==> src/rtl/dmem_access_ctrl.sv <==
// dmem_access_ctrl: single-outstanding sequencer between EX and the data memory port.
// Checks alignment/range, drives one access cycle, returns a one-cycle response pulse.
module dmem_access_ctrl #(
  parameter int ADDR_W    = 10,
  parameter int MEM_BYTES = 1024
) (
  input  logic              clk,
  input  logic              rst,
  input  logic              req_valid,
  output logic              req_ready,
  input  logic [1:0]        req_wr,
  input  logic [2:0]        req_re,
  input  logic [31:0]       req_addr,
  input  logic [31:0]       req_wdata,
  output logic              mem_work,
  output logic [1:0]        mem_DMWr,
  output logic [2:0]        mem_DMRe,
  output logic [ADDR_W-1:0] mem_Addr,
  output logic [31:0]       mem_DataIn,
  input  logic [31:0]       mem_DataOut,
  output logic              rsp_valid,
  output logic              rsp_err,
  output logic [31:0]       rsp_rdata
);

  localparam logic [1:0] DMWR_NOP = 2'd0;
  localparam logic [1:0] DMWR_SW  = 2'd1;
  localparam logic [1:0] DMWR_SH  = 2'd2;
  localparam logic [1:0] DMWR_SB  = 2'd3;

  localparam logic [2:0] DMRE_NOP = 3'd0;
  localparam logic [2:0] DMRE_LW  = 3'd1;
  localparam logic [2:0] DMRE_LH  = 3'd2;
  localparam logic [2:0] DMRE_LHU = 3'd3;
  localparam logic [2:0] DMRE_LB  = 3'd4;
  localparam logic [2:0] DMRE_LBU = 3'd5;

  typedef enum logic [1:0] {
    S_IDLE,
    S_ACCESS,
    S_RESP
  } state_t;

  state_t state_q, state_d;

  logic              work_q, work_d;
  logic [1:0]        dmwr_q, dmwr_d;
  logic [2:0]        dmre_q, dmre_d;
  logic [ADDR_W-1:0] addr_q, addr_d;
  logic [31:0]       din_q, din_d;
  logic              vld_q, vld_d;
  logic              err_q, err_d;
  logic [31:0]       rdata_q, rdata_d;

  logic        is_wr, is_rd, req_nop;
  logic        bad_code, misalign, oor, req_err;
  logic [2:0]  size;
  logic [32:0] last_byte;

  assign is_wr   = (req_wr != DMWR_NOP);
  assign is_rd   = (req_re != DMRE_NOP);
  assign req_nop = !is_wr && !is_rd;

  always_comb begin
    size     = 3'd0;
    bad_code = 1'b0;
    if (is_wr) begin
      unique case (req_wr)
        DMWR_SW: size = 3'd4;
        DMWR_SH: size = 3'd2;
        DMWR_SB: size = 3'd1;
        default: size = 3'd0;
      endcase
    end else if (is_rd) begin
      unique case (req_re)
        DMRE_LW:  size = 3'd4;
        DMRE_LH:  size = 3'd2;
        DMRE_LHU: size = 3'd2;
        DMRE_LB:  size = 3'd1;
        DMRE_LBU: size = 3'd1;
        default:  bad_code = 1'b1;
      endcase
    end
  end

  // 33-bit sum so an address near 2^32 cannot wrap into range
  assign last_byte = {1'b0, req_addr} + 33'(size) - 33'd1;
  assign oor       = (size != 3'd0) &&
                     (last_byte > 33'(MEM_BYTES - 1));
  assign misalign  = ((size == 3'd4) && (req_addr[1:0] != 2'b00)) ||
                     ((size == 3'd2) && req_addr[0]);
  assign req_err   = (is_wr && is_rd) || bad_code || misalign || oor;

  always_comb begin
    state_d = state_q;
    work_d  = work_q;
    dmwr_d  = dmwr_q;
    dmre_d  = dmre_q;
    addr_d  = addr_q;
    din_d   = din_q;
    vld_d   = 1'b0;
    err_d   = 1'b0;
    rdata_d = rdata_q;
    unique case (state_q)
      S_IDLE: begin
        if (req_valid) begin
          if (req_err || req_nop) begin
            state_d = S_RESP;
            vld_d   = 1'b1;
            err_d   = req_err;
          end else begin
            state_d = S_ACCESS;
            work_d  = 1'b1;
            dmwr_d  = req_wr;
            dmre_d  = req_re;
            addr_d  = req_addr[ADDR_W-1:0];
            din_d   = req_wdata;
          end
        end
      end
      S_ACCESS: begin
        // DMRe back to NOP forces a re-read on the next same-address load
        if (dmre_q != DMRE_NOP) rdata_d = mem_DataOut;
        work_d  = 1'b0;
        dmwr_d  = DMWR_NOP;
        dmre_d  = DMRE_NOP;
        vld_d   = 1'b1;
        state_d = S_RESP;
      end
      S_RESP: begin
        state_d = S_IDLE;
      end
      default: begin
        state_d = S_IDLE;
      end
    endcase
  end

  always_ff @(posedge clk) begin
    if (rst) begin
      state_q <= S_IDLE;
      work_q  <= 1'b0;
      dmwr_q  <= DMWR_NOP;
      dmre_q  <= DMRE_NOP;
      addr_q  <= '0;
      din_q   <= '0;
      vld_q   <= 1'b0;
      err_q   <= 1'b0;
      rdata_q <= '0;
    end else begin
      state_q <= state_d;
      work_q  <= work_d;
      dmwr_q  <= dmwr_d;
      dmre_q  <= dmre_d;
      addr_q  <= addr_d;
      din_q   <= din_d;
      vld_q   <= vld_d;
      err_q   <= err_d;
      rdata_q <= rdata_d;
    end
  end

  assign req_ready  = (state_q == S_IDLE);
  assign mem_work   = work_q;
  assign mem_DMWr   = dmwr_q;
  assign mem_DMRe   = dmre_q;
  assign mem_Addr   = addr_q;
  assign mem_DataIn = din_q;
  assign rsp_valid  = vld_q;
  assign rsp_err    = err_q;
  assign rsp_rdata  = rdata_q;

endmodule

==> config.mk <==
export PLATFORM = sky130hd
export DESIGN_NAME = dmem_access_ctrl
export DESIGN_NICKNAME = d
export VERILOG_FILES = /design/src/rtl/dmem_access_ctrl.sv
export SDC_FILE = /design/constraint.sdc
export NUM_CORES = 1
export LEC_CHECK = 0
export CORE_MARGIN = 3
export CORE_UTILIZATION = 50
export CTS_CLUSTER_SIZE = 25
export DETAILED_ROUTE_END_ITERATION = 16
export PLACE_DENSITY = 0.92
export SYNTH_ARGS = -nofsm -noshare
export SYNTH_HDL_FRONTEND = slang
export SYNTH_SLANG_ARGS = --single-unit
export TNS_END_PERCENT = 50
==> constraint.sdc <==
create_clock -name clk -period 11.5 [get_ports clk]
set_input_delay 1.725 -clock clk [delete_from_list [all_inputs] [get_ports clk]]
set_output_delay 1.725 -clock clk [all_outputs]
set_load 0.02 [all_outputs]
==> flow_metrics.tcl, run 1 <==
set metrics [dict create \
    status "finished, final reports clean" \
    post-route-min-period_ps 7364 \
    whs_ps 453.3 \
    route.detailed.drc 0 \
    ios 187 \
    place_ws_ps 3994 \
    cts.htree.levels 3 \
    place_inst 1053 \
    syn_area_per_cell_um2 7.540 \
    die_area_um2 12880 \
    combPwrFrac_pct 26.3 \
    p_seq_share_pct 38.1 \
    wl_met3_um 1659 \
    drive_gt1_share_pct 3.344 \
    yosysTopAreaCell "dfxtp_1" \
    hold_viol_final 0 \
    placed_area_um2 7631 \
    cts_hold_buf 0 \
    cts_resized 0 \
    clk_pin_slew_ps 60 \
    worstSetupStartpoint "req_wr[1]" \
    synth_ff_type "dfxtp_1" \
    start_kind "input port" \
    wl_met1_um 7574 \
    post-cts-setup-buffers 0 \
    synth_area_leaders "dfxtp_1, nand2_1, mux2i_1" \
    timing.final.crit_share_pct 64.04 \
    fin_ws_ps 4136 \
    maxSlewViolCount 0 \
    final.setup.tns_ps 0 \
    synth.yosys.warnings 0 \
    grt_pass1_wl_um 31160 \
    clkPwrFrac_pct 35.6 \
    clkSinkCount 84 \
    grt_max_degree 96 \
    final.setup_skew_ps 7.135 \
    p_per_area_nw_per_um2 96.91 \
    r2r_setup_slack_ps 9430 \
    fp.dieH_um 113.5 \
    area_growth_pct 36.94 \
    crit_arrival_ps 7610 \
    yosysSeqAreaShare_pct 29.12 \
    grt_antenna_before_repair 0 \
    design_area_um2 7909 \
    power.switching_mw 0.2257 \
    cts_tree "built" \
    fp.dieW_um 113.5 \
    port_buffers 186 \
    yosysMostFrequentCell "nand2_1" \
    r2r_cells 5 \
    p_sw_share_pct 29.44 \
    drt_iter0_markers 557 \
    netlist_instances 766 \
    critPathMaxStageDelay_ps 660 \
    cts.root.buffer_cell "clkbuf_16" \
    first_pass_iters 8 \
    reg2reg_from "state_q[1]" \
    p_leak_nw 2.939 \
    grt_overflow 0 \
    worstHoldPathType "register to register" \
    crit_type "input port to register" \
    worstSetupEndpointType "register" \
    worst_pin_slew_ps 860.6 \
    cpMostUsedCell "or4_1" \
    synth_enable_flop_cells 0 \
    num_rows 38 \
    vias 6300 \
    grt_usage_pct 30.02 \
    cp-endpoint "mem_DataIn[19]" \
    vdd_drop_max_mv 0.09342 \
    clk_latency_ps 340 \
    finalNonFillerCells 1067 \
    syn-cell-area_um2 5776 \
    clockBufferDepth 2 \
    synth.net_count 904 \
    dr.max_layer_used "met4" \
    wirelength_um 19830 \
    antenna_left 0 \
    viasPerCell 5.904 \
    total_power_mw 0.7664 \
    internal_power_mw 0.5408 \
    gp_congestion 0.9374 \
    slew_headroom_pct 42.63 \
    cts_buffers 9 \
    ys_seq_elements 84 \
    critPathSlowestCell "or4_1" \
    finish.utilization_pct 71.39 \
    maxCapViolCount 0 \
    synth.top_cell.area_share_pct 29.12 \
    hpwl_um 14570 \
    core-area_um2 11080 \
    crit_fanout 42 \
    layout.nets 1062 \
    fmax_mhz 135.8 \
    synth_commonest_cells "nand2_1, dfxtp_1, a21oi_1, inv_1, mux2i_1" \
    final-setup-viol-count 0 \
    r2r-end "mem_DataIn[19]" \
    crit_path_cell_trace "clkdlybuf4s50_1, a21oi_1, or2_2, ha_1, inv_1, ha_1, fa_1, a211oi_1, o21ai_1, a21oi_1, xnor2_1, or4_1, or4_1, or4_1, nor4_4, buf_4, mux2i_1" \
    dr_wl_met2_um 9680 \
    post_drt_wl_per_cell_um 18.58 \
    worstPathRequired_ps 11750 \
    async_flop_share_pct 0 \
    antenna_cells 0 \
    rsz0062_at_grt "false" \
    start_util_pct 52.13 \
    ys_types 64 \
    grt_pass1_vias 6155 \
]
==> layout by cell type (no fill, tap or decap), types with 8 or more instances in the layout <==
cell             Yosys  routed
nor3_1               9       9
nor2_1              24      24
nand3_1             23      23
clkdlybuf4s50_1      0     186
nand4_1              9       9
a21oi_1             78      78
clkbuf_16            0       9
a21o_1              12      12
dfxtp_1             84      84
a211oi_1            14      14
o21ai_0             16      16
nand2_1            182     182
ha_1                33      33
inv_1               52      51
mux2i_1             47      47
o211ai_1             8       8
==> worst min path at each step <==
stage	slack [ps]	depth (start not counted)	start	to
floorplan	530	2	mem_Addr[0]	mem_Addr[0]
global placement	440	2	mem_DataIn[20]	mem_DataIn[20]
detailed placement	450	2	rsp_rdata[12]	rsp_rdata[12]
CTS	450	2	rsp_rdata[2]	rsp_rdata[2]
global route	470	2	rsp_rdata[4]	rsp_rdata[4]
finish	450	2	rsp_rdata[2]	rsp_rdata[2]
==> flip-flops by register name, indices dropped and copies added (netlist names) <==
| name | count |
|---|---|
| mem_Addr | 10 |
| mem_DMRe | 3 |
| mem_DMWr | 2 |
| mem_DataIn | 32 |
| mem_work | 1 |
| rsp_err | 1 |
| rsp_rdata | 32 |
| rsp_valid | 1 |
| state_q | 2 |
==> area by class of cell <==
cell class,count,area (um^2)
Tap cell,140,175.2
Inverter,52,195.2
Clock inverter,1,7.507
Timing Repair Buffer,192,1907
Multi-Input combinational cell,585,3672
Sequential cell,84,1682
Clock buffer,13,270.3
Fill cell,794,3169
==> logic make-up (layout without fill, tap and decap cells) <==
kind of cell	count (synthesis)	after routing	synth area share [%]
DFF	84	84	29.12
muxes	47	47	8.146
buffers and inverters	97	258	7.539
adders and majority gates	34	34	7.496
xor gates and xnor gates	6	6	0.9099
and+or+nand+nor	286	286	22.18
AOI/OAI and AO/OA	212	212	24.61
==> worst max-delay path: cells and delay by family <==
kind,cells,cell delay [ps]
buffers and inverters,3,1290
XOR/XNOR,1,170
multiplexers,1,330
AND/OR/NAND/NOR,5,2220
AO/OA/AOI/OAI,4,970
adder cells (fa/ha/maj),3,860
==> power groups by stage <==
| stage | Clock, mW | Sequential (mW) | Combinational (mW) |
|---|---|---|---|
| floorplan | 0 | 0.299 | 0.125 |
| global placement | 0 | 0.299 | 0.192 |
| detailed placement | 0 | 0.299 | 0.194 |
| CTS | 0.274 | 0.292 | 0.197 |
| global route | 0.286 | 0.292 | 0.220 |
| finish | 0.273 | 0.292 | 0.201 |
==> metal layers <==
layer / global-route usage [%] / vias up
li1: - / 3048
met1: 33.83 / 2859
met2: 52.69 / 315
met3: 6.844 / 78
met4: 15.63 / 0
met5: 0 / -
(Power assumes the default switching activity.)
==> run 2: changes to the inputs <==
Settings changed: CORE_UTILIZATION 50 to 43, PLACE_DENSITY 0.92 to 0.84.
Clock period 11.5 ns to 6.1 ns, I/O delays scaled along.
==> flow_metrics.tcl, run 2 (synthesized netlist as in run 1, its figures left out) <==
set metrics [dict create \
    status "finished, final reports clean" \
    critPathMaxStageDelay_ps 640 \
    clkSinkCount 84 \
    crit_arrival_ps 5980 \
    worst_path_dominant_cell_family "simple AND/OR/NAND/NOR gates" \
    grt_antenna_before_repair 0 \
    place_ws_ps 62.10 \
    post-route-min-period_ps 5725 \
    worst_pin_slew_ps 1215 \
    placed_area_um2 7729 \
    timing.final.crit_share_pct 93.85 \
    cts_resized 0 \
    die_area_um2 14860 \
    drt_iter0_markers 439 \
    final.setup.tns_ps 0 \
    drive_gt1_share_pct 3.957 \
    clk_latency_ps 340 \
    start_util_pct 44.85 \
    clk_pin_slew_ps 60 \
    final-setup-viol-count 0 \
    place_inst 1091 \
    route.detailed.drc 0 \
    total_power_mw 1.421 \
    p_leak_nw 2.965 \
    ff_latch_area_um2 1682 \
    cts_tree "built" \
    num_rows 41 \
    hpwl_um 13330 \
    cts_buffers 9 \
    final.setup_skew_ps 8.498 \
    port_buffers 186 \
    cts.root.buffer_cell "clkbuf_16" \
    vias 6093 \
    grt_overflow 0 \
    grt_pass1_wl_um 27000 \
    slew_headroom_pct 19.01 \
    vdd_drop_max_mv 0.1077 \
    area_growth_pct 38.56 \
    post-cts-setup-buffers 0 \
    p_per_area_nw_per_um2 177.6 \
    worstSetupEndpointType "register" \
    rsz0062_at_grt "false" \
    worstHoldPathType "register to register" \
    grt_max_degree 96 \
    cts_hold_buf 0 \
    gp_congestion 0.9743 \
    whs_ps 452.3 \
    final_cell_mix "clkdlybuf4s50_1, nand2_1, dfxtp_1" \
    wirelength_um 17150 \
    maxSlewViolCount 0 \
    finalNonFillerCells 1108 \
    cts.htree.levels 3 \
    grt_usage_pct 22.06 \
    crit_type "input port to register" \
    first_pass_iters 5 \
    crit_path_cell_trace "clkdlybuf4s50_1, a21oi_1, or2_2, ha_1, inv_1, ha_1, fa_1, a211oi_1, o21ai_1, a21oi_1, xnor2_1, or4_1, or4_1, or4_1, nor4_4, buf_12, mux2i_1" \
    final_common_cell "clkdlybuf4s50_1" \
    antenna_left 0 \
    maxCapViolCount 0 \
    critPathSlowestCell "clkdlybuf4s50_1" \
    post_drt_wl_per_cell_um 15.48 \
    viasPerCell 5.499 \
    hold_viol_final 0 \
    nFillCells 1128 \
    crit_buf_inv 3 \
    clockBufferDepth 2 \
    worstPathRequired_ps 6360 \
    cpMostUsedCell "or4_1" \
    grt_pass1_vias 5578 \
    core-area_um2 12880 \
    start_kind "input port" \
    fmax_mhz 174.7 \
    layout.nets 1068 \
    ios 187 \
    fin_ws_ps 375.2 \
    fp.dieW_um 121.9 \
    fp.dieH_um 121.9 \
    design_area_um2 8003 \
    finish.utilization_pct 62.15 \
    multiInputGateArea_um2 3672 \
    crit_fanout 42 \
]
run 2: changes by cell type in the layout (fill, tap and decap cells not counted):
cell / before / now
buf_4: 6 / 11
clkbuf_1: 1 / 3
clkbuf_8: 3 / 1
buf_12: 0 / 1
clkinv_2: 0 / 1
diode_2: 0 / 1
inv_6: 0 / 1
run 2: power by group:
group          internal [mW]  total (mW)  leakage [nW]  switching [mW]
registers              0.550       0.551         0.677         0.00106
clock network          0.288       0.496         0.130           0.208
logic                  0.167       0.375          2.16           0.207
run 2: worst reg2reg max path, cell delays in order, from the launching register on:
cell	delay [ps]
dfxtp_1	380
inv_1	160
nor2_1	290
o31a_1	1010
nand2_1	160
a21oi_1	200
run 2: final cells by class:
class | instances | share of cell area [%]
inverters | 52 | 2.439
clock inverters | 3 | 0.2658
flip-flops and latches | 84 | 21.01
diodes | 1 | 0.03127
well taps | 172 | 2.689
multi-input cells | 585 | 45.89
clock buffers | 13 | 3.127
repair buffers | 198 | 24.55
run 2: layer usage:
metal / vias to the layer above / routed length [um] / global-route usage [%]
met2: 258 / 8027 / 37.67
met5: - / 0 / 0
met3: 36 / 1584 / 4.364
li1: 3060 / - / -
met1: 2739 / 7147 / 28.02
met4: 0 / 387 / 7.003
run 2: worst paths after layout:
path	startpoint	to	slack [ps]	cells past startpoint
setup / recovery	req_wr[1]	mem_DataIn[28]	380	17
hold / removal	rsp_rdata[23]	rsp_rdata[23]	450	2
setup reg to reg	state_q[0]	rsp_rdata[16]	3820	5
hold reg to reg	rsp_rdata[23]	rsp_rdata[23]	450	2
